==> src/rtl/reg_bus_bridge_if.sv <==
// AXI4-Lite register-access channels between a host and reg_bus_bridge.
// Full-word writes only, so the bundle carries no write strobes.
interface reg_bus_bridge_if #(
  parameter int ADDR_WIDTH = 16
);
  logic [ADDR_WIDTH+1:0] awaddr;
  logic                  awvalid;
  logic                  awready;
  logic [31:0]           wdata;
  logic                  wvalid;
  logic                  wready;
  logic [1:0]            bresp;
  logic                  bvalid;
  logic                  bready;
  logic [ADDR_WIDTH+1:0] araddr;
  logic                  arvalid;
  logic                  arready;
  logic [31:0]           rdata;
  logic [1:0]            rresp;
  logic                  rvalid;
  logic                  rready;

  modport master (
    output awaddr, awvalid, wdata, wvalid, bready, araddr, arvalid, rready,
    input  awready, wready, bresp, bvalid, arready, rdata, rresp, rvalid
  );

  modport slave (
    input  awaddr, awvalid, wdata, wvalid, bready, araddr, arvalid, rready,
    output awready, wready, bresp, bvalid, arready, rdata, rresp, rvalid
  );
endinterface

==> src/rtl/reg_bus_bridge.sv <==
// AXI4-Lite slave driving the internal CPU register bus with fixed-length
// read/write strobes; one transaction at a time, round-robin between reads and writes.
module reg_bus_bridge #(
  parameter int ADDR_WIDTH = 16,
  parameter int RD_CYC     = 4,
  parameter int WR_CYC     = 2
) (
  input  logic                  clks,
  input  logic                  reset,
  reg_bus_bridge_if.slave       s,
  output logic [ADDR_WIDTH-1:0] cpu_addr,
  output logic                  cpu_rd,
  output logic                  cpu_rd_dly1,
  output logic                  cpu_wr,
  output logic [31:0]           cpu_data_in,
  input  logic [31:0]           cpu_data_out
);

  localparam int MAX_CYC = (RD_CYC > WR_CYC) ? RD_CYC : WR_CYC;
  localparam int CNT_W   = $clog2(MAX_CYC) + 1;
  localparam logic [CNT_W-1:0] RD_LAST = CNT_W'(RD_CYC - 1);
  localparam logic [CNT_W-1:0] WR_LAST = CNT_W'(WR_CYC - 1);

  typedef enum logic [2:0] {IDLE, RD, WR, RRSP, WRSP} state_t;

  state_t                state_reg;
  logic [CNT_W-1:0]      cnt_reg;
  logic                  prio_wr_reg;
  logic [ADDR_WIDTH-1:0] cpu_addr_reg;
  logic [31:0]           cpu_data_in_reg;
  logic                  cpu_rd_reg;
  logic                  cpu_rd_dly1_reg;
  logic                  cpu_wr_reg;
  logic [31:0]           rdata_reg;
  logic                  rvalid_reg;
  logic                  bvalid_reg;

  logic rd_pend;
  logic wr_pend;
  logic take_rd;
  logic take_wr;

  // Ready must coincide with valid in the same cycle, so the accept decision
  // is combinational; reset gates it so nothing is accepted while held.
  always_comb begin
    rd_pend = s.arvalid;
    wr_pend = s.awvalid & s.wvalid;
    take_rd = 1'b0;
    take_wr = 1'b0;
    if (reset && state_reg == IDLE) begin
      if (rd_pend && (!wr_pend || !prio_wr_reg)) begin
        take_rd = 1'b1;
      end else if (wr_pend) begin
        take_wr = 1'b1;
      end
    end
  end

  always_ff @(posedge clks) begin
    if (!reset) begin
      state_reg       <= IDLE;
      cnt_reg         <= '0;
      prio_wr_reg     <= 1'b0;
      cpu_addr_reg    <= '0;
      cpu_data_in_reg <= '0;
      cpu_rd_reg      <= 1'b0;
      cpu_rd_dly1_reg <= 1'b0;
      cpu_wr_reg      <= 1'b0;
      rdata_reg       <= '0;
      rvalid_reg      <= 1'b0;
      bvalid_reg      <= 1'b0;
    end else begin
      cpu_rd_dly1_reg <= cpu_rd_reg;
      case (state_reg)
        IDLE: begin
          if (take_rd) begin
            cpu_addr_reg <= s.araddr[ADDR_WIDTH+1:2];
            cpu_rd_reg   <= 1'b1;
            cnt_reg      <= '0;
            prio_wr_reg  <= 1'b1;
            state_reg    <= RD;
          end else if (take_wr) begin
            cpu_addr_reg    <= s.awaddr[ADDR_WIDTH+1:2];
            cpu_data_in_reg <= s.wdata;
            cpu_wr_reg      <= 1'b1;
            cnt_reg         <= '0;
            prio_wr_reg     <= 1'b0;
            state_reg       <= WR;
          end
        end
        RD: begin
          // Read-back bus is sampled on the final strobe cycle, after the slice has settled.
          if (cnt_reg == RD_LAST) begin
            cpu_rd_reg <= 1'b0;
            rdata_reg  <= cpu_data_out;
            rvalid_reg <= 1'b1;
            state_reg  <= RRSP;
          end else begin
            cnt_reg <= cnt_reg + 1'b1;
          end
        end
        RRSP: begin
          if (s.rready) begin
            rvalid_reg <= 1'b0;
            state_reg  <= IDLE;
          end
        end
        WR: begin
          if (cnt_reg == WR_LAST) begin
            cpu_wr_reg <= 1'b0;
            bvalid_reg <= 1'b1;
            state_reg  <= WRSP;
          end else begin
            cnt_reg <= cnt_reg + 1'b1;
          end
        end
        WRSP: begin
          if (s.bready) begin
            bvalid_reg <= 1'b0;
            state_reg  <= IDLE;
          end
        end
        default: state_reg <= IDLE;
      endcase
    end
  end

  assign s.arready   = take_rd;
  assign s.awready   = take_wr;
  assign s.wready    = take_wr;
  assign s.rdata     = rdata_reg;
  assign s.rresp     = 2'b00;
  assign s.rvalid    = rvalid_reg;
  assign s.bresp     = 2'b00;
  assign s.bvalid    = bvalid_reg;
  assign cpu_addr    = cpu_addr_reg;
  assign cpu_rd      = cpu_rd_reg;
  assign cpu_rd_dly1 = cpu_rd_dly1_reg;
  assign cpu_wr      = cpu_wr_reg;
  assign cpu_data_in = cpu_data_in_reg;

endmodule

==> src/flat_wrapper.sv <==
// flat-port wrapper written by rule: the top's interface ports become plain ports
module reg_bus_bridge_flat 
#(
  parameter int ADDR_WIDTH = 16,
  parameter int RD_CYC     = 4,
  parameter int WR_CYC     = 2
)
  (clks, reset, cpu_addr, cpu_rd, cpu_rd_dly1, cpu_wr, cpu_data_in, cpu_data_out, s_awaddr, s_awvalid, s_wdata, s_wvalid, s_bready, s_araddr, s_arvalid, s_rready, s_awready, s_wready, s_bresp, s_bvalid, s_arready, s_rdata, s_rresp, s_rvalid);
  reg_bus_bridge_if #(.ADDR_WIDTH(ADDR_WIDTH)) s_i ();
  input  logic clks;
  input  logic reset;
  output logic [ADDR_WIDTH-1:0] cpu_addr;
  output logic cpu_rd;
  output logic cpu_rd_dly1;
  output logic cpu_wr;
  output logic [31:0] cpu_data_in;
  input  logic [31:0] cpu_data_out;
  input wire logic [$bits(s_i.awaddr)-1:0] s_awaddr;
  input wire logic [$bits(s_i.awvalid)-1:0] s_awvalid;
  input wire logic [$bits(s_i.wdata)-1:0] s_wdata;
  input wire logic [$bits(s_i.wvalid)-1:0] s_wvalid;
  input wire logic [$bits(s_i.bready)-1:0] s_bready;
  input wire logic [$bits(s_i.araddr)-1:0] s_araddr;
  input wire logic [$bits(s_i.arvalid)-1:0] s_arvalid;
  input wire logic [$bits(s_i.rready)-1:0] s_rready;
  output wire logic [$bits(s_i.awready)-1:0] s_awready;
  output wire logic [$bits(s_i.wready)-1:0] s_wready;
  output wire logic [$bits(s_i.bresp)-1:0] s_bresp;
  output wire logic [$bits(s_i.bvalid)-1:0] s_bvalid;
  output wire logic [$bits(s_i.arready)-1:0] s_arready;
  output wire logic [$bits(s_i.rdata)-1:0] s_rdata;
  output wire logic [$bits(s_i.rresp)-1:0] s_rresp;
  output wire logic [$bits(s_i.rvalid)-1:0] s_rvalid;
  assign s_i.awaddr = s_awaddr;
  assign s_i.awvalid = s_awvalid;
  assign s_i.wdata = s_wdata;
  assign s_i.wvalid = s_wvalid;
  assign s_i.bready = s_bready;
  assign s_i.araddr = s_araddr;
  assign s_i.arvalid = s_arvalid;
  assign s_i.rready = s_rready;
  assign s_awready = s_i.awready;
  assign s_wready = s_i.wready;
  assign s_bresp = s_i.bresp;
  assign s_bvalid = s_i.bvalid;
  assign s_arready = s_i.arready;
  assign s_rdata = s_i.rdata;
  assign s_rresp = s_i.rresp;
  assign s_rvalid = s_i.rvalid;
  reg_bus_bridge #(.ADDR_WIDTH(ADDR_WIDTH), .RD_CYC(RD_CYC), .WR_CYC(WR_CYC)) u_core (.clks(clks), .reset(reset), .s(s_i), .cpu_addr(cpu_addr), .cpu_rd(cpu_rd), .cpu_rd_dly1(cpu_rd_dly1), .cpu_wr(cpu_wr), .cpu_data_in(cpu_data_in), .cpu_data_out(cpu_data_out));
endmodule
==> config.mk <==
export PLATFORM = sky130hd
export DESIGN_NAME = reg_bus_bridge_flat
export DESIGN_NICKNAME = d
export VERILOG_FILES = /design/src/rtl/reg_bus_bridge_if.sv /design/src/rtl/reg_bus_bridge.sv /design/src/flat_wrapper.sv
export SDC_FILE = /design/constraint.sdc
export NUM_CORES = 1
export LEC_CHECK = 0
export ABC_AREA = 1
export BUFFER_PORTS_ARGS = -buffer_cell sky130_fd_sc_hd__buf_2
export CAP_MARGIN = 5
export CORE_UTILIZATION = 48
export DETAILED_ROUTE_END_ITERATION = 10
export PLACE_DENSITY = 0.85
export RECOVER_POWER = 50
export SLEW_MARGIN = 20
export SYNTH_ARGS = -nofsm -noshare
export SYNTH_HDL_FRONTEND = slang
export SYNTH_SLANG_ARGS = --single-unit
export TNS_END_PERCENT = 1
==> constraint.sdc <==
create_clock -name clks -period 2.7 [get_ports clks]
set_input_delay 0.135 -clock clks [delete_from_list [all_inputs] [get_ports clks]]
set_output_delay 0.135 -clock clks [all_outputs]
set_load 0.05 [all_outputs]
==> results of run 1 <==
power by group through the flow:
stage | Clock [mW] | Combinational (mW) | Sequential, mW
6_report | 0.800 | 1.19 | 1.59
4_1_cts | 0.825 | 1.23 | 1.59
3_5_place_dp | 0 | 1.22 | 1.62
2_1_floorplan | 0 | 0.579 | 1.99
3_3_place_gp | 0 | 1.19 | 1.61
5_1_grt | 0.891 | 1.31 | 1.61
layout make-up:
cell class              instances  area share [%]
clock buffers                   9           2.643
multi-input cells             347           33.05
inverters                      33           2.643
clock inverters                 6          0.8542
flip-flops and latches         92           39.30
well taps                      99           2.643
repair buffers                196           18.87
Yosys cell counts (all sizes together):
cell	instances	area share, %
clkbuf	15	1.8
a41oi	1	0.24
dlygate4sd1	1	0.24
nand2	75	7.9
ha	3	1.0
conb	1	0.10
dfxtp	92	50
a21oi	22	3.4
o21ai	65	8.8
o31ai	1	0.20
nand3b	1	0.20
nand4	1	0.17
a31oi	1	0.17
buf	17	3.5
nand3	30	4.2
inv	33	3.3
nor3	2	0.57
nor2	141	15
logic make-up (layout without fill, tap and decap cells):
| logic type | count (synthesis) | after routing | synth area share (%) |
|---|---|---|---|
| compound gates | 90 | 90 | 12.73 |
| fa+ha+maj | 3 | 3 | 1.011 |
| simple gates | 250 | 250 | 27.69 |
| buf+inv | 66 | 244 | 8.892 |
| flops | 92 | 92 | 49.58 |
| other cells | 1 | 4 | 0.1009 |
layout by cell type (no fill, tap or decap), drive strengths merged:
master and n:
nor3 2, a21oi 22, clkbuf 96, dfxtp 92, clkinv 3, nand3 30
ha 3, nor2 141, nand3b 1, inv 35, a41oi 1, o31ai 1
nand2 75, conb 4, o21ai 65, buf 109, nand4 1, clkinvlp 1
a31oi 1
stage by stage:
step	utilization [%]	hold slack (ns)	area [sq um]	power [mW]	cells
after floorplan	-	0.2978	3726	2.570	505
after global placement	62.95	0.3828	4639	2.805	767
after detailed placement	62.95	0.3890	4639	2.843	767
after CTS	65.18	0.02214	4803	3.642	782
after global routing	63.60	0.02049	4687	3.817	782
final	63.60	0.03579	4687	3.584	782
worst max-delay path, cell delays in order, from the launching register on:
cell                      delay, ns
sky130_fd_sc_hd__dfxtp_1       0.39
sky130_fd_sc_hd__nor2_4        0.20
sky130_fd_sc_hd__nand2_4       0.09
sky130_fd_sc_hd__nor2_4        0.10
sky130_fd_sc_hd__nand2_2       0.06
sky130_fd_sc_hd__inv_2         0.45
sky130_fd_sc_hd__buf_2         0.38
per-layer routing:
metal | routed length (um) | track usage, % | share of wire (%)
met5 | 0 | 0 | 0
met4 | 218 | 9.409 | 2.4
met3 | 549 | 4.992 | 6.1
met2 | 4471 | 42.31 | 50
met1 | 3787 | 25.39 | 42
how the worst max path moves through the flow:
| stage | endpoint | slack (ns) | cells after the start |
|---|---|---|---|
| after floorplan | s_wready | 1.09 | 7 |
| after global placement | u_core.s.rdata[24]$_SDFFE_PN0N_ | 0.80 | 8 |
| after detailed placement | u_core.s.rdata[29]$_SDFFE_PN0N_ | 0.68 | 7 |
| after CTS | s_wready | 0.50 | 6 |
| after global routing | u_core.cnt_reg[2]$_SDFFE_PN0P_ | 0.35 | 9 |
| final | s_wready | 0.55 | 6 |
==> run_summary.xml, run 1 <==
<?xml version="1.0" encoding="UTF-8"?>
<metrics>
  <group name="floorplanning">
    <metric name="die_height" unit="um">89.97</metric>
    <metric name="initial_core_util" unit="%">50.41</metric>
    <metric name="design.portCount" unit="">199</metric>
    <metric name="rows" unit="">31</metric>
    <metric name="design.core.area" unit="sq um">7370</metric>
    <metric name="die_x" unit="um">89.97</metric>
    <metric name="dieArea" unit="sq um">8095</metric>
  </group>
  <group name="min_path">
    <metric name="hp-start" unit="">cpu_data_out[8]</metric>
    <metric name="timing.hold.worst.class" unit="">input pin to flip-flop</metric>
    <metric name="timing.hold.worst_path_depth" unit="">3</metric>
    <metric name="min_delay_worst_endpoint" unit="">u_core.s.rdata[8]$_SDFFE_PN0N_</metric>
  </group>
  <group name="clock_tree">
    <metric name="tritoncts_clock_tree" unit="">yes</metric>
    <metric name="clk-insertion-delay-late" unit="ns">0.34</metric>
    <metric name="cts-buffers-inserted" unit="">9</metric>
    <metric name="clk_root_buffer_cell" unit="">sky130_fd_sc_hd__clkbuf_8</metric>
    <metric name="clockBufferDepth" unit="">2</metric>
    <metric name="post-cts-setup-buffer-count" unit="">0</metric>
    <metric name="cts_hold_repair.buffers" unit="">0</metric>
    <metric name="clock_sink_count" unit="">92</metric>
    <metric name="clock_pin_slew_on_the_worst_setup_and_hold_paths" unit="ns">0.09</metric>
    <metric name="post_cts_resized" unit="">0</metric>
    <metric name="cts_htree_levels" unit="">3</metric>
  </group>
  <group name="power_and_ir_drop">
    <metric name="power.share.clock" unit="%">22.3</metric>
    <metric name="switching_share" unit="%">40.03</metric>
    <metric name="power_frac_seq" unit="%">44.5</metric>
    <metric name="power.density_cell_area" unit="nW/um^2">764.6</metric>
    <metric name="power_switching" unit="mW">1.434</metric>
    <metric name="leakagePower" unit="nW">2.074</metric>
    <metric name="p_int" unit="mW">2.149</metric>
    <metric name="comb_power_share" unit="%">33.2</metric>
    <metric name="worst_ir_drop_vdd" unit="mV">0.4698</metric>
  </group>
  <group name="timing">
    <metric name="layout_min_cycle_time" unit="ns">2.148</metric>
    <metric name="report.final.setup_viol" unit="">0</metric>
    <metric name="final.period_utilization" unit="%">79.55</metric>
    <metric name="fin_skew" unit="ns">0.01153</metric>
    <metric name="setup-tns-final" unit="ns">0</metric>
    <metric name="max_slew_margin_vs_limit" unit="%">18.33</metric>
    <metric name="fmax" unit="MHz">465.6</metric>
    <metric name="finalMaxSlewViolations" unit="">0</metric>
    <metric name="worst_slew_pin_slew" unit="ns">1.225</metric>
    <metric name="timing_hold_violations_final" unit="">0</metric>
    <metric name="layout_setup_ws" unit="ns">0.5522</metric>
    <metric name="grt_setup_unrepaired" unit="">false</metric>
  </group>
  <group name="critical_path">
    <metric name="critical_path_arrival" unit="ns">2.01</metric>
    <metric name="critical_path_required" unit="ns">2.57</metric>
    <metric name="timing.reg2reg.setup_slack" unit="ns">0.61</metric>
    <metric name="timing.critical_path.from_type" unit="">flip-flop</metric>
    <metric name="reg2reg_depth" unit="">8</metric>
    <metric name="crit_start" unit="">u_core.state_reg[2]$_SDFFE_PN0P_</metric>
    <metric name="path_class" unit="">flip-flop to output port</metric>
    <metric name="crit-reg2reg-launch" unit="">u_core.state_reg[1]$_SDFFE_PN0P_</metric>
    <metric name="regToRegEndpoint" unit="">u_core.cnt_reg[0]$_SDFFE_PN0P_</metric>
    <metric name="cp-end-kind" unit="">output port</metric>
    <metric name="critical_path.max_fanout" unit="">37</metric>
  </group>
  <group name="global_routing">
    <metric name="first_pass_grt_wire_length" unit="mm">15.42</metric>
    <metric name="antenna_violations_before_repair" unit="">0</metric>
    <metric name="maximum_number_of_pins_on_one_net_before_global_route_repair" unit="">76</metric>
    <metric name="grt_usage" unit="%">22.93</metric>
    <metric name="grt-ovfl-total" unit="">0</metric>
    <metric name="grt_pass1_vias" unit="">3542</metric>
  </group>
  <group name="place">
    <metric name="preCtsSetupSlack" unit="ns">0.6813</metric>
    <metric name="gp_routability_congestion" unit="">0.8723</metric>
    <metric name="hpwl" unit="mm">6.465</metric>
    <metric name="port_buffers" unit="">190</metric>
  </group>
  <group name="finish">
    <metric name="multiInputGateArea" unit="sq um">1549</metric>
    <metric name="num_antenna_cells" unit="">0</metric>
    <metric name="design.final.nets" unit="">789</metric>
    <metric name="area_growth" unit="%">26.17</metric>
    <metric name="ff_latch_area" unit="sq um">1842</metric>
    <metric name="fillers" unit="">701</metric>
    <metric name="drive_gt1_share" unit="%">20.35</metric>
  </group>
  <group name="route">
    <metric name="firstDrtPassIters" unit="">4</metric>
    <metric name="totalWireLength" unit="mm">9.027</metric>
    <metric name="first_iter_violations" unit="">90</metric>
    <metric name="route.detailed.drc" unit="">0</metric>
    <metric name="via_count" unit="">3797</metric>
    <metric name="routed_wirelength_normalized_by_instance_count" unit="um">11.54</metric>
    <metric name="post_drt_via_cell_ratio" unit="">4.855</metric>
    <metric name="antenna_left" unit="">0</metric>
  </group>
  <group name="flow_run">
    <metric name="max_cap_violations" unit="">0</metric>
  </group>
  <group name="yosys">
    <metric name="ys_seq_area_share" unit="%">49.58</metric>
    <metric name="postSynthAreaPerCell" unit="sq um">7.400</metric>
    <metric name="synth_area" unit="sq um">3715</metric>
    <metric name="synthDistinctLibCells" unit="">28</metric>
    <metric name="yosys_register_bits" unit="">92</metric>
    <metric name="yosys_warnings" unit="">0</metric>
    <metric name="postSynthCellCount" unit="">502</metric>
  </group>
  <group name="outcome">
    <metric name="status" unit="">finished, final reports clean</metric>
  </group>
</metrics>
Power figures use the tool's default switching activity.
==> run 2: changes to the inputs <==
CORE_UTILIZATION = 45   (was 48)
PLACE_DENSITY = 0.8   (was 0.85)
clock period = 2.2 ns   (was 2.7 ns; I/O delays follow)
==> run 2 against run 1 <==
  * Critical path depth down 2
  * Worst setup slack worse by 0.36 ns
  * Die area up 6.5%
  * Sequential power up 23%
  * Power up 27%
  * Count of clock-buffer cells in the layout up 2
  * Non-clock buffer count up 6
  * Cell count up 1.3%
  * Global-route usage down 0.78 points
  * Sequential cell count unchanged
  * Clock skew down 0.0035 ns
  * Worst hold slack worse by 0.021 ns
==> run_summary.xml, run 2 (same netlist as run 1, synthesis figures left out) <==
<?xml version="1.0" encoding="UTF-8"?>
<metrics>
  <group name="global_routing">
    <metric name="globalRoute.busiestLayer" unit="">met2</metric>
    <metric name="grt_pass1_vias" unit="">3594</metric>
    <metric name="grt-ovfl-total" unit="">0</metric>
    <metric name="gr-usage-met3" unit="%">6.732</metric>
    <metric name="first_pass_grt_wire_length" unit="mm">15.28</metric>
    <metric name="use_met1" unit="%">22.62</metric>
    <metric name="antenna_violations_before_repair" unit="">0</metric>
    <metric name="grt_util_met2" unit="%">41.73</metric>
    <metric name="grt_usage" unit="%">22.14</metric>
    <metric name="maximum_number_of_pins_on_one_net_before_global_route_repair" unit="">76</metric>
  </group>
  <group name="finish">
    <metric name="commonest_non_fill_non_tap_cell_in_the_layout" unit="">sky130_fd_sc_hd__nor2_1</metric>
    <metric name="layoutNonFillerInstCount" unit="">792</metric>
    <metric name="drive_gt1_share" unit="%">20.14</metric>
    <metric name="final_cell_mix" unit="">sky130_fd_sc_hd__nor2_1 (139), sky130_fd_sc_hd__buf_2 (105), sky130_fd_sc_hd__dfxtp_1 (92)</metric>
    <metric name="design.final.nets" unit="">795</metric>
    <metric name="num_antenna_cells" unit="">0</metric>
    <metric name="final_util" unit="%">61.22</metric>
    <metric name="fillers" unit="">754</metric>
    <metric name="area_growth" unit="%">29.34</metric>
  </group>
  <group name="clock_tree">
    <metric name="post-cts-setup-buffer-count" unit="">0</metric>
    <metric name="cts-buffers-inserted" unit="">9</metric>
    <metric name="clock_pin_slew_on_the_worst_setup_and_hold_paths" unit="ns">0.09</metric>
    <metric name="clock_sink_count" unit="">92</metric>
    <metric name="clockBufferDepth" unit="">2</metric>
    <metric name="post_cts_resized" unit="">0</metric>
    <metric name="cts_htree_levels" unit="">3</metric>
    <metric name="clk_root_buffer_cell" unit="">sky130_fd_sc_hd__clkbuf_8</metric>
    <metric name="tritoncts_clock_tree" unit="">yes</metric>
    <metric name="clk-insertion-delay-late" unit="ns">0.35</metric>
  </group>
  <group name="place">
    <metric name="preCtsSetupSlack" unit="ns">0.4528</metric>
    <metric name="gp_routability_congestion" unit="">0.8307</metric>
    <metric name="hpwl" unit="mm">6.789</metric>
    <metric name="port_buffers" unit="">190</metric>
    <metric name="placedCellCount" unit="">770</metric>
  </group>
  <group name="power_and_ir_drop">
    <metric name="power.density_cell_area" unit="nW/um^2">950.9</metric>
    <metric name="worst_ir_drop_vdd" unit="mV">0.4442</metric>
    <metric name="leakagePower" unit="nW">2.109</metric>
  </group>
  <group name="timing">
    <metric name="report.final.setup_viol" unit="">0</metric>
    <metric name="finalMaxSlewViolations" unit="">0</metric>
    <metric name="final.period_utilization" unit="%">91.10</metric>
    <metric name="fin_skew" unit="ns">0.008023</metric>
    <metric name="max_slew_margin_vs_limit" unit="%">20.55</metric>
    <metric name="setup-tns-final" unit="ns">0</metric>
    <metric name="fmax" unit="MHz">499.0</metric>
    <metric name="layout_min_cycle_time" unit="ns">2.004</metric>
    <metric name="grt_setup_unrepaired" unit="">false</metric>
    <metric name="worst_slew_pin_slew" unit="ns">1.192</metric>
    <metric name="timing_hold_violations_final" unit="">0</metric>
    <metric name="layout_setup_ws" unit="ns">0.1959</metric>
    <metric name="finalHoldWorstSlack" unit="ns">0.01525</metric>
  </group>
  <group name="route">
    <metric name="antenna_left" unit="">0</metric>
    <metric name="post_drt_via_cell_ratio" unit="">4.812</metric>
    <metric name="via_count" unit="">3811</metric>
    <metric name="first_iter_violations" unit="">141</metric>
    <metric name="firstDrtPassIters" unit="">4</metric>
    <metric name="routed_wirelength_normalized_by_instance_count" unit="um">11.86</metric>
    <metric name="totalWireLength" unit="mm">9.396</metric>
    <metric name="route.detailed.drc" unit="">0</metric>
  </group>
  <group name="critical_path">
    <metric name="path_class" unit="">flip-flop to output port</metric>
    <metric name="critical_path_arrival" unit="ns">1.89</metric>
    <metric name="timing.critical_path.from_type" unit="">flip-flop</metric>
    <metric name="critical_path.max_fanout" unit="">18</metric>
    <metric name="slowest_delay" unit="ns">0.48</metric>
    <metric name="cp-end-kind" unit="">output port</metric>
    <metric name="critical_path_required" unit="ns">2.09</metric>
    <metric name="critical_path.slowest_cell" unit="">sky130_fd_sc_hd__nor3_4</metric>
    <metric name="timing.critical_path.cells" unit="">nor2_4 -&gt; nand2_4 -&gt; nor3_4 -&gt; buf_2</metric>
  </group>
  <group name="min_path">
    <metric name="timing.hold.worst.class" unit="">input pin to flip-flop</metric>
  </group>
  <group name="flow_run">
    <metric name="max_cap_violations" unit="">0</metric>
  </group>
  <group name="floorplanning">
    <metric name="initial_core_util" unit="%">47.34</metric>
    <metric name="dieArea" unit="sq um">8622</metric>
    <metric name="design.portCount" unit="">199</metric>
    <metric name="die_height" unit="um">92.86</metric>
    <metric name="rows" unit="">32</metric>
    <metric name="die_x" unit="um">92.86</metric>
    <metric name="design.core.area" unit="sq um">7848</metric>
  </group>
  <group name="outcome">
    <metric name="status" unit="">finished, final reports clean</metric>
  </group>
</metrics>
-- run 2: cell types whose count changed in the layout (fill, tap and decap cells not counted), sizes merged --
cell | before | now
inv | 35 | 33
clkbuf | 96 | 97
bufinv | 0 | 1
dlygate4sd3 | 0 | 6
buf | 109 | 110
clkinvlp | 1 | 3
clkinv | 3 | 1
-- run 2: path summary, 6_finish.rpt --
path / start / end / depth (start not counted) / slack, ns
worst max-delay path: u_core.state_reg[2]$_SDFFE_PN0P_ / s_arready / 4 / 0.20
worst min-delay path: s_wdata[4] / u_core.cpu_data_in[4]$_SDFFE_PN0P_ / 3 / 0.02
worst max register to register: u_core.state_reg[2]$_SDFFE_PN0P_ / u_core.cpu_addr[2]$_SDFFE_PN0P_ / 8 / 0.36
worst min register to register: u_core.cpu_wr$_SDFFE_PN0P_ / u_core.cpu_wr$_SDFFE_PN0P_ / 2 / 0.45
-- run 2: metal layers --
metal	up-vias	part of all wire, %
met1	1701	40
met4	0	1.5
met2	152	50
met3	14	8.0
li1	1944	-
met5	-	0
-- run 2: timing repair --
item | 4_1_cts | 5_1_grt
endpoints found under the hold margin | 6 | 0
hold buffers | 6 | 0
setup endpoints to repair | 0 | 1
-- run 2: where the power goes --
part	internal, mW	switching (mW)	total (mW)
Sequential	1.84	0.116	1.96
Clock	0.558	0.570	1.13
Combinational	0.398	1.08	1.48
Total	2.80	1.77	4.57
-- run 2: area by class of cell --
| cell class | instances | area [sq um] | share of cell area (%) |
|---|---|---|---|
| clock inverters | 5 | 61.31 | 1.276 |
| well taps | 102 | 127.6 | 2.656 |
| flip-flops and latches | 92 | 1842 | 38.33 |
| multi-input cells | 347 | 1549 | 32.24 |
| inverters | 33 | 123.9 | 2.578 |
| repair buffers | 202 | 959.7 | 19.97 |
| clock buffers | 11 | 141.4 | 2.943 |
-- run 2: through the flow --
| step | power (mW) | area [sq um] |
|---|---|---|
| final | 4.569 | 4805 |
| after global routing | 4.846 | 4805 |
| after CTS | 4.647 | 4918 |
| after detailed placement | 3.503 | 4656 |
| after global placement | 3.454 | 4656 |
| after floorplan | 3.154 | 3726 |
-- run 2: critical path, delay by kind of cell, from the launching register on --
family	cells	cell delay (ns)
flip-flops	1	0.39
AND/OR/NAND/NOR	3	0.77
buffers and inverters	1	0.38
==> run 3: changes to the inputs <==
PLACE_DENSITY = 0.86   (was 0.8)
==> run 3 against run 2 <==
  * Clock skew is 0.0038 ns higher
  * Non-clock buffer count is 20 higher
  * Sequential power hardly changed
  * Largest cell class unchanged
  * Largest power group unchanged
==> run_summary.xml, run 3 (same netlist as run 1, synthesis figures left out) <==
<?xml version="1.0" encoding="UTF-8"?>
<metrics>
  <group name="timing">
    <metric name="timing_hold_violations_final" unit="">0</metric>
    <metric name="fmax" unit="MHz">487.1</metric>
    <metric name="fin_skew" unit="ns">0.01178</metric>
    <metric name="final.period_utilization" unit="%">93.32</metric>
    <metric name="worst_slew_pin_slew" unit="ns">1.239</metric>
    <metric name="layout_setup_ws" unit="ns">0.1469</metric>
    <metric name="grt_setup_unrepaired" unit="">false</metric>
    <metric name="max_slew_margin_vs_limit" unit="%">17.40</metric>
    <metric name="setup-tns-final" unit="ns">0</metric>
    <metric name="finalMaxSlewViolations" unit="">0</metric>
    <metric name="report.final.setup_viol" unit="">0</metric>
    <metric name="layout_min_cycle_time" unit="ns">2.053</metric>
  </group>
  <group name="route">
    <metric name="route.detailed.drc" unit="">0</metric>
    <metric name="antenna_left" unit="">0</metric>
    <metric name="firstDrtPassIters" unit="">4</metric>
    <metric name="first_iter_violations" unit="">158</metric>
    <metric name="via_count" unit="">3944</metric>
    <metric name="post_drt_via_cell_ratio" unit="">4.857</metric>
    <metric name="totalWireLength" unit="mm">10.21</metric>
    <metric name="routed_wirelength_normalized_by_instance_count" unit="um">12.58</metric>
  </group>
  <group name="critical_path">
    <metric name="critical_path.max_fanout" unit="">29</metric>
    <metric name="crit_buf_inv" unit="">3</metric>
    <metric name="critical_path_arrival" unit="ns">1.94</metric>
    <metric name="crit_family" unit="">buffers and inverters</metric>
    <metric name="critical_path_required" unit="ns">2.09</metric>
    <metric name="critical_path.slowest_cell" unit="">sky130_fd_sc_hd__dfxtp_1</metric>
    <metric name="timing.critical_path.from_type" unit="">flip-flop</metric>
    <metric name="cp-end-kind" unit="">output port</metric>
    <metric name="timing.critical_path.cells" unit="">inv_2 -&gt; nand2_4 -&gt; nor2_4 -&gt; nand2_2 -&gt; clkinv_2 -&gt; buf_2</metric>
    <metric name="path_class" unit="">flip-flop to output port</metric>
    <metric name="slowest_delay" unit="ns">0.48</metric>
  </group>
  <group name="finish">
    <metric name="final_cell_mix" unit="">sky130_fd_sc_hd__nor2_1 (139), sky130_fd_sc_hd__buf_2 (105), sky130_fd_sc_hd__dfxtp_1 (92)</metric>
    <metric name="area_growth" unit="%">34.15</metric>
    <metric name="design.final.nets" unit="">815</metric>
    <metric name="layoutNonFillerInstCount" unit="">812</metric>
    <metric name="drive_gt1_share" unit="%">19.86</metric>
    <metric name="num_antenna_cells" unit="">0</metric>
    <metric name="commonest_non_fill_non_tap_cell_in_the_layout" unit="">sky130_fd_sc_hd__nor2_1</metric>
  </group>
  <group name="place">
    <metric name="preCtsSetupSlack" unit="ns">0.3518</metric>
    <metric name="placedCellCount" unit="">770</metric>
    <metric name="hpwl" unit="mm">6.881</metric>
    <metric name="gp_routability_congestion" unit="">0.8317</metric>
    <metric name="port_buffers" unit="">190</metric>
  </group>
  <group name="power_and_ir_drop">
    <metric name="power.density_cell_area" unit="nW/um^2">919.2</metric>
    <metric name="worst_ir_drop_vdd" unit="mV">0.4760</metric>
    <metric name="leakagePower" unit="nW">2.189</metric>
  </group>
  <group name="clock_tree">
    <metric name="clk_root_buffer_cell" unit="">sky130_fd_sc_hd__clkbuf_8</metric>
    <metric name="tritoncts_clock_tree" unit="">yes</metric>
    <metric name="clockBufferDepth" unit="">2</metric>
    <metric name="clock_sink_count" unit="">92</metric>
    <metric name="post-cts-setup-buffer-count" unit="">0</metric>
    <metric name="cts-buffers-inserted" unit="">9</metric>
    <metric name="clock_pin_slew_on_the_worst_setup_and_hold_paths" unit="ns">0.10</metric>
    <metric name="cts_htree_levels" unit="">3</metric>
    <metric name="clk-insertion-delay-late" unit="ns">0.36</metric>
  </group>
  <group name="floorplanning">
    <metric name="design.core.area" unit="sq um">7848</metric>
    <metric name="die_x" unit="um">92.86</metric>
    <metric name="initial_core_util" unit="%">47.34</metric>
    <metric name="design.portCount" unit="">199</metric>
    <metric name="dieArea" unit="sq um">8622</metric>
    <metric name="rows" unit="">32</metric>
    <metric name="die_height" unit="um">92.86</metric>
  </group>
  <group name="outcome">
    <metric name="status" unit="">finished, final reports clean</metric>
  </group>
  <group name="min_path">
    <metric name="timing.hold.worst.class" unit="">input pin to flip-flop</metric>
  </group>
  <group name="global_routing">
    <metric name="antenna_violations_before_repair" unit="">0</metric>
    <metric name="grt-ovfl-total" unit="">0</metric>
    <metric name="grt_usage" unit="%">23.50</metric>
    <metric name="first_pass_grt_wire_length" unit="mm">16.02</metric>
    <metric name="maximum_number_of_pins_on_one_net_before_global_route_repair" unit="">76</metric>
    <metric name="grt_pass1_vias" unit="">3772</metric>
  </group>
  <group name="flow_run">
    <metric name="max_cap_violations" unit="">0</metric>
  </group>
</metrics>
[run 3: tightest hold or removal path, stage by stage]
cell                      delay, ns
sky130_fd_sc_hd__buf_2         0.07
sky130_fd_sc_hd__o21ai_0       0.07
sky130_fd_sc_hd__nor2_1        0.08
[run 3: cell type report]
| type | instances | area [sq um] |
|---|---|---|
| clock buffers | 10 | 137.6 |
| clock inverters | 6 | 55.05 |
| inverters | 33 | 125.1 |
| fillers | 726 | 2864 |
| flip-flops and latches | 92 | 1842 |
| repair buffers | 222 | 1142 |
| multi-input cells | 347 | 1554 |
| well taps | 102 | 127.6 |
[run 3: power by group]
part | internal, mW | switching [mW]
clock network | 0.464 | 0.639
logic | 0.418 | 1.10
registers | 1.84 | 0.120
total | 2.72 | 1.86
[run 3: final timing paths]
path	from	to	slack, ns	depth (start not counted)
max	u_core.state_reg[1]$_SDFFE_PN0P_	s_wready	0.15	6
min	cpu_data_out[12]	u_core.s.rdata[12]$_SDFFE_PN0N_	0.005	3
max reg2reg	u_core.cnt_reg[0]$_SDFFE_PN0P_	u_core.s.rdata[28]$_SDFFE_PN0N_	0.33	6
min reg2reg	u_core.cpu_wr$_SDFFE_PN0P_	u_core.cpu_wr$_SDFFE_PN0P_	0.46	2
[run 3: timing repair]
item                                   4_1_cts  5_1_grt
hold buffers                                26        0
endpoints found under the hold margin       26        0
setup endpoints to repair                    0        3
resized for setup                            0        1
[run 3: per-stage QoR]
stage                     hold slack (ns)  total power [mW]  cell area [sq um]  util [%]
final                            0.004918             4.581               4984     63.50
after global routing             0.005524             4.851               4984     63.50
after CTS                       0.0002268             4.643               5096     64.94
after detailed placement           0.3656             3.503               4643     59.17
after global placement             0.3591             3.443               4643     59.17
after floorplan                    0.2728             3.154               3726         -
[run 3: per-layer routing]
layer / vias to the layer above / wire (um) / GRT usage (%)
li1: 1988 / - / -
met2: 145 / 5325 / 43.50
met3: 15 / 745 / 7.061
met4: 0 / 189 / 10.90
met1: 1796 / 3952 / 23.93
met5: - / 0 / 0
